File: config.mk
export PLATFORM = sky130hd
export DESIGN_NAME = clocked_xor_array
export DESIGN_NICKNAME = d
export VERILOG_FILES = /design/src/rtl/clocked_logic_pkg.sv /design/src/rtl/clocked_logic_cell.sv /design/src/rtl/clocked_xor_array.sv
export SDC_FILE = /design/constraint.sdc
export NUM_CORES = 1
export LEC_CHECK = 0
export CORE_MARGIN = 2
export CORE_UTILIZATION = 30
export CTS_CLUSTER_DIAMETER = 50
export DETAILED_ROUTE_END_ITERATION = 16
export GPL_TIMING_DRIVEN = 0
export PLACE_DENSITY_LB_ADDON = 0.15
export SLEW_MARGIN = 20
export SYNTH_ARGS = -nofsm -noshare
export SYNTH_HDL_FRONTEND = slang
export SYNTH_SLANG_ARGS = --single-unit
File: constraint.sdc
create_clock -name clk -period 1.64 [get_ports clk]
set_input_delay 0.328 -clock clk [delete_from_list [all_inputs] [get_ports clk]]
set_output_delay 0.328 -clock clk [all_outputs]
set_load 0.03 [all_outputs]
File: src/rtl/clocked_logic_pkg.sv
// Shared types and helpers for the clocked logic array: operation encoding,
// the per-channel evaluation function and the error-counter width.
package clocked_logic_pkg;

  typedef enum logic [1:0] {
    OP_XOR  = 2'd0,
    OP_OR   = 2'd1,
    OP_AND  = 2'd2,
    OP_XNOR = 2'd3
  } op_t;

  localparam int ERR_CNT_W = 8;
  localparam int MAX_IN    = 32;

  // Only the low n_in bits of eff take part; callers zero-pad the rest.
  function automatic logic eval_op(input op_t op, input logic [MAX_IN-1:0] eff,
                                   input int n_in);
    logic par;
    logic any;
    logic all;
    par = 1'b0;
    any = 1'b0;
    all = 1'b1;
    for (int i = 0; i < MAX_IN; i++) begin
      if (i < n_in) begin
        par = par ^ eff[i];
        any = any | eff[i];
        all = all & eff[i];
      end
    end
    case (op)
      OP_XOR:  return par;
      OP_OR:   return any;
      OP_AND:  return all;
      default: return ~par;
    endcase
  endfunction

endpackage

File: src/rtl/clocked_logic_cell.sv
// One channel: toggle-event detection, arrival flags, evaluation on strobe,
// toggle-encoded output and double-arrival error (counter if CLOCKED_XOR_ERR_CNT_EN).
module clocked_logic_cell
  import clocked_logic_pkg::*;
#(
  parameter int N_IN = 2
) (
  input  logic            clk,
  input  logic            rst_n,
  input  logic [N_IN-1:0] ev_in,
  input  logic            eval,
  input  op_t             op,
  input  logic            err_clr,
  output logic            out,
  output logic            res,
  output logic            out_valid,
`ifdef CLOCKED_XOR_ERR_CNT_EN
  output logic [ERR_CNT_W-1:0] err_cnt,
`endif
  output logic            dbl_err
);

  logic [N_IN-1:0]   ev_q, ev_d;
  logic [N_IN-1:0]   arr_q, arr_d;
  logic [N_IN-1:0]   tog;
  logic [N_IN-1:0]   eff;
  logic [MAX_IN-1:0] eff_pad;
  logic              dbl_hit;
  logic              result;
  logic              out_q, out_d;
  logic              res_q, res_d;
  logic              vld_q, vld_d;
  logic              dbl_q, dbl_d;
`ifdef CLOCKED_XOR_ERR_CNT_EN
  logic [ERR_CNT_W-1:0] cnt_q, cnt_d;
`endif

  always_comb begin
    ev_d    = ev_in;
    tog     = ev_in ^ ev_q;
    dbl_hit = |(tog & arr_q);
    // Toggles in the strobe cycle belong to the window being closed.
    eff     = arr_q | tog;
    eff_pad = '0;
    eff_pad[N_IN-1:0] = eff;
    result  = eval_op(op, eff_pad, N_IN);

    arr_d = eval ? '0 : eff;
    res_d = eval ? result : res_q;
    out_d = out_q ^ (eval & result);
    vld_d = eval;
    // A new double arrival wins over a simultaneous clear.
    dbl_d = dbl_hit ? 1'b1 : (err_clr ? 1'b0 : dbl_q);
`ifdef CLOCKED_XOR_ERR_CNT_EN
    cnt_d = cnt_q;
    if (err_clr)
      cnt_d = dbl_hit ? ERR_CNT_W'(1) : '0;
    else if (dbl_hit && (cnt_q != '1))
      cnt_d = cnt_q + ERR_CNT_W'(1);
`endif
  end

  // ev_q tracks ev_in in reset too, so releasing reset never creates an event.
  always_ff @(posedge clk) begin
    ev_q <= ev_d;
    if (!rst_n) begin
      arr_q <= '0;
      res_q <= 1'b0;
      out_q <= 1'b0;
      vld_q <= 1'b0;
      dbl_q <= 1'b0;
`ifdef CLOCKED_XOR_ERR_CNT_EN
      cnt_q <= '0;
`endif
    end else begin
      arr_q <= arr_d;
      res_q <= res_d;
      out_q <= out_d;
      vld_q <= vld_d;
      dbl_q <= dbl_d;
`ifdef CLOCKED_XOR_ERR_CNT_EN
      cnt_q <= cnt_d;
`endif
    end
  end

  assign out       = out_q;
  assign res       = res_q;
  assign out_valid = vld_q;
  assign dbl_err   = dbl_q;
`ifdef CLOCKED_XOR_ERR_CNT_EN
  assign err_cnt   = cnt_q;
`endif

endmodule

File: src/rtl/clocked_xor_array.sv
// N_CH independent clocked logic cells sharing eval/op/err_clr.
// CLOCKED_XOR_ERR_CNT_EN adds per-channel 8-bit saturating err_cnt.
module clocked_xor_array
  import clocked_logic_pkg::*;
#(
  parameter int N_CH = 4,
  parameter int N_IN = 2
) (
  input  logic                 clk,
  input  logic                 rst_n,
  input  logic [N_CH*N_IN-1:0] ev_in,
  input  logic                 eval,
  input  logic [1:0]           op,
  input  logic                 err_clr,
  output logic [N_CH-1:0]      out,
  output logic [N_CH-1:0]      res,
  output logic                 out_valid,
`ifdef CLOCKED_XOR_ERR_CNT_EN
  output logic [N_CH*ERR_CNT_W-1:0] err_cnt,
`endif
  output logic [N_CH-1:0]      dbl_err
);

  logic [N_CH-1:0] vld;
  op_t             op_e;

  assign op_e = op_t'(op);

  for (genvar ch = 0; ch < N_CH; ch++) begin : g_ch
    clocked_logic_cell #(.N_IN(N_IN)) u_cell (
      .clk      (clk),
      .rst_n    (rst_n),
      .ev_in    (ev_in[ch*N_IN +: N_IN]),
      .eval     (eval),
      .op       (op_e),
      .err_clr  (err_clr),
      .out      (out[ch]),
      .res      (res[ch]),
      .out_valid(vld[ch]),
`ifdef CLOCKED_XOR_ERR_CNT_EN
      .err_cnt  (err_cnt[ch*ERR_CNT_W +: ERR_CNT_W]),
`endif
      .dbl_err  (dbl_err[ch])
    );
  end

  // Every cell sees the same strobe, so the OR equals any single valid.
  assign out_valid = |vld;

endmodule

==> results.json <==
{
  "design_area_final_um2": 1800,
  "grt_max_degree": 11,
  "placed_area_um2": 1590,
  "global_route_wire_length_before_repair_um": 4120,
  "combPwrFrac_pct": 24.5,
  "initial_antenna_violation_count": 0,
  "intPower_mw": 1.28,
  "num-fill-cells": 412,
  "via_density": 4.66,
  "finClkSkew_ns": 0.00437,
  "firstDrtPassIters": 7,
  "place.gp.congestion": 0.663,
  "yosys-top-cells-area": "sky130_fd_sc_hd__dfxtp_1 (45%), sky130_fd_sc_hd__buf_4 (7.6%), sky130_fd_sc_hd__xor2_1 (5.4%), sky130_fd_sc_hd__nor2_1 (3.5%), sky130_fd_sc_hd__nand2b_1 (3.4%)",
  "nets": 173,
  "rsz0062_at_grt": "yes",
  "worst_slew_pin_slew_ns": 0.455,
  "post_dp_hpwl_um": 1730,
  "drc_errors": 0,
  "number_of_maximum_capacitance_violations": 0,
  "worstSetupEndpointType": "register",
  "count_of_yosys_warnings_during_synthesis": 0,
  "layoutNonFillerInstCount": 209,
  "setup-tns-final_ns": -0.125,
  "post-route-min-period_ns": 1.74,
  "finalPower_mw": 1.79,
  "first_global_vias": 895,
  "max_freq_mhz": 574,
  "area_delta_synth_final_pct": 39.4,
  "asyncSetResetFlopFracSynth_pct": 0,
  "tritoncts": "yes",
  "routedWlPerCell_um": 12.2,
  "switching_power_mw": 0.507,
  "grt_overflow": 0,
  "cts-root-to-sink-buffers": 2,
  "i_o_pins": 27,
  "place.port_buffers": 24,
  "netlist_instances": 124,
  "n_antenna_cell": 0,
  "dpl.cell_count": 198,
  "share_of_power_burned_in_the_clock_network_pct": 30.9,
  "hold_viol_final": 0,
  "die_area_um2": 4840,
  "ys_ff_latch": 29,
  "area.sequential_um2": 583,
  "layout_worst_path_cycle_share_pct": 106,
  "yosysSeqAreaShare_pct": 45.0,
  "cellPowerDensity_nw_per_um2": 993,
  "cts_hold_buf": 0,
  "clock_sink_count": 29,
  "static-leakage-power_nw": 0.765,
  "clock_tree.root_cell": "sky130_fd_sc_hd__clkbuf_8",
  "yosys.area.top_type_share_pct": 45.0,
  "path_max_fanout": 2,
  "dr_total_vias": 973,
  "floorplan.die.width_um": 69.5,
  "final_max_slew_viol_count": 0,
  "seq_power_share_pct": 44.6,
  "crit_required_ns": 1.81,
  "layout.core_utilization_pct": 44.3,
  "worst_ep_arrival_time_ns": 1.91,
  "aggregate_global_route_resource_usage_pct": 11.0,
  "synth_top_flop_cell": "sky130_fd_sc_hd__dfxtp_1",
  "placeableCoreArea_um2": 4060,
  "floorplan.die.height_um": 69.5,
  "setup_ws_ns": -0.101,
  "wirelength_um": 2540,
  "setup.worst_path.start_class": "register",
  "multi_input_area_um2": 666,
  "cts.reportedPaths.clkPinSlew_ns": 0.06,
  "synth-edff-count": 0,
  "synth.net_count": 139,
  "holdCritPathClass": "primary input to register",
  "layout-drive-gt1-share_pct": 31.4,
  "avgSynthCellArea_um2": 10.4,
  "route.antenna.remaining_nets": 0,
  "post-synth-top-area-cell": "sky130_fd_sc_hd__dfxtp_1",
  "netlist_area_um2": 1290,
  "slew-limit-headroom_pct": 69.4,
  "timing.final.setup_violations": 2,
  "std_cell_rows": 23,
  "drt_iter0_markers": 64,
  "initial_utilization_pct": 31.8,
  "switching_share_pct": 28.4,
  "critical_path_class": "register to register",
  "htree_levels": 2,
  "clk_latency_ns": 0.27,
  "numCtsBuffers": 5,
  "status": "finished, violations left",
  "failed_checks": "negative setup slack",
  "yosysUniqueCellTypes": 33,
  "vdd.ir_drop.worst_uv": 458
}
-- registers in the layout, indices dropped and copies added (netlist names) --
name                   flops
g_ch.u_cell.arr_q          8
g_ch.u_cell.ev_q           8
g_ch.u_cell.dbl_err        4
g_ch.u_cell.out            4
g_ch.u_cell.res            4
g_ch.u_cell.out_valid      1
-- worst paths after layout --
check	start	to	slack (ns)	depth (start not counted)
max	g_ch[3].u_cell.ev_q[0]	g_ch[3].u_cell.out	-0.10	8
min	ev_in[1]	g_ch[0].u_cell.ev_q[1]	0.24	1
max reg2reg	g_ch[3].u_cell.ev_q[0]	g_ch[3].u_cell.out	-0.10	8
min reg2reg	g_ch[2].u_cell.res	g_ch[2].u_cell.res	0.48	2
-- critical path, stage by stage, from the launching register on --
cell	delay, ns
sky130_fd_sc_hd__dfxtp_2	0.33
sky130_fd_sc_hd__xor2_2	0.14
sky130_fd_sc_hd__or2_4	0.25
sky130_fd_sc_hd__ha_4	0.27
sky130_fd_sc_hd__a211oi_2	0.03
sky130_fd_sc_hd__a31oi_1	0.19
sky130_fd_sc_hd__o311ai_2	0.15
sky130_fd_sc_hd__xnor2_1	0.14
sky130_fd_sc_hd__and2_1	0.13
-- what timing repair did --
item                                    4_1_cts  5_1_grt
resized for setup                            33        4
pin swaps                                    10        5
buffers inserted                              2        1
endpoints found under the setup margin       20        8
-- cells in the mapped netlist (2+ instances only) --
library cell and instances:
sky130_fd_sc_hd__dfxtp_1 29, sky130_fd_sc_hd__buf_4 13, sky130_fd_sc_hd__nor2_1 12, sky130_fd_sc_hd__xor2_1 8, sky130_fd_sc_hd__nand2b_1 7, sky130_fd_sc_hd__nor2b_1 7, sky130_fd_sc_hd__nand2_1 5, sky130_fd_sc_hd__a222oi_1 4
sky130_fd_sc_hd__a21boi_0 3, sky130_fd_sc_hd__and2_1 3, sky130_fd_sc_hd__mux2i_1 3, sky130_fd_sc_hd__nor4_1 3, sky130_fd_sc_hd__o32a_1 3, sky130_fd_sc_hd__nor3_1 2, sky130_fd_sc_hd__o31a_1 2, sky130_fd_sc_hd__o31a_2 2
sky130_fd_sc_hd__o31ai_2 2
-- kinds of logic (layout without fill, tap and decap cells) --
logic type	after synthesis	after routing	share of synthesized area, %
AO/OA/AOI/OAI	20	20	15.0
XOR/XNOR	9	9	6.12
adder cells (fa/ha/maj)	1	1	0.971
buffers and inverters	18	53	12.0
flip-flops	29	29	45.0
multiplexers	3	3	2.33
AND/OR/NAND/NOR	44	44	18.5
-- metal layers --
layer | routed length (µm) | share of wire [%] | track usage, % | vias up
met5 | 0 | 0 | 0 | -
met1 | 1150 | 45 | 13.2 | 461
li1 | - | - | - | 482
met2 | 1190 | 47 | 17.1 | 25
met3 | 149 | 5.9 | 3.63 | 5
met4 | 48 | 1.9 | 6.54 | 0
-- final cells by class --
class                      instances  share of cell area, %
clock buffer                       6                   4.04
inverter                           2                  0.557
clock inverter                     2                  0.557
timing repair buffer              27                   13.8
buffer                            16                   8.08
sequential                        29                   32.5
tap                               50                   3.48
multi-input combinational         77                   37.0
-- power groups by stage --
stage | clock (mW) | sequential [mW] | combinational [mW]
after floorplan | 0 | 0.803 | 0.287
after global placement | 0 | 0.805 | 0.407
after detailed placement | 0 | 0.807 | 0.414
after CTS | 0.571 | 0.795 | 0.434
after global routing | 0.620 | 0.804 | 0.468
final | 0.551 | 0.797 | 0.437
-- placed cells by master, fill, tap and decap left out, types with 4 or more instances in the layout --
cell type | netlist | final
sky130_fd_sc_hd__nor2_1 | 12 | 11
sky130_fd_sc_hd__dfxtp_1 | 29 | 27
sky130_fd_sc_hd__xor2_2 | 0 | 8
sky130_fd_sc_hd__buf_4 | 13 | 16
sky130_fd_sc_hd__clkdlybuf4s50_1 | 0 | 7
sky130_fd_sc_hd__nand2b_1 | 7 | 7
sky130_fd_sc_hd__nand2_1 | 5 | 5
sky130_fd_sc_hd__dlygate4sd2_1 | 0 | 14
sky130_fd_sc_hd__a222oi_1 | 4 | 4
sky130_fd_sc_hd__nor2b_1 | 7 | 7
sky130_fd_sc_hd__clkbuf_8 | 0 | 5
-- stage by stage --
stage	setup WS, ns	hold slack [ns]
final	-0.101	0.244
after global placement	-0.617	0.468
after detailed placement	-0.647	0.474
after global routing	-0.152	0.238
after CTS	-0.124	0.322
after floorplan	-0.0784	0.356
No activity file was read; power rests on OpenSTA's default activity.
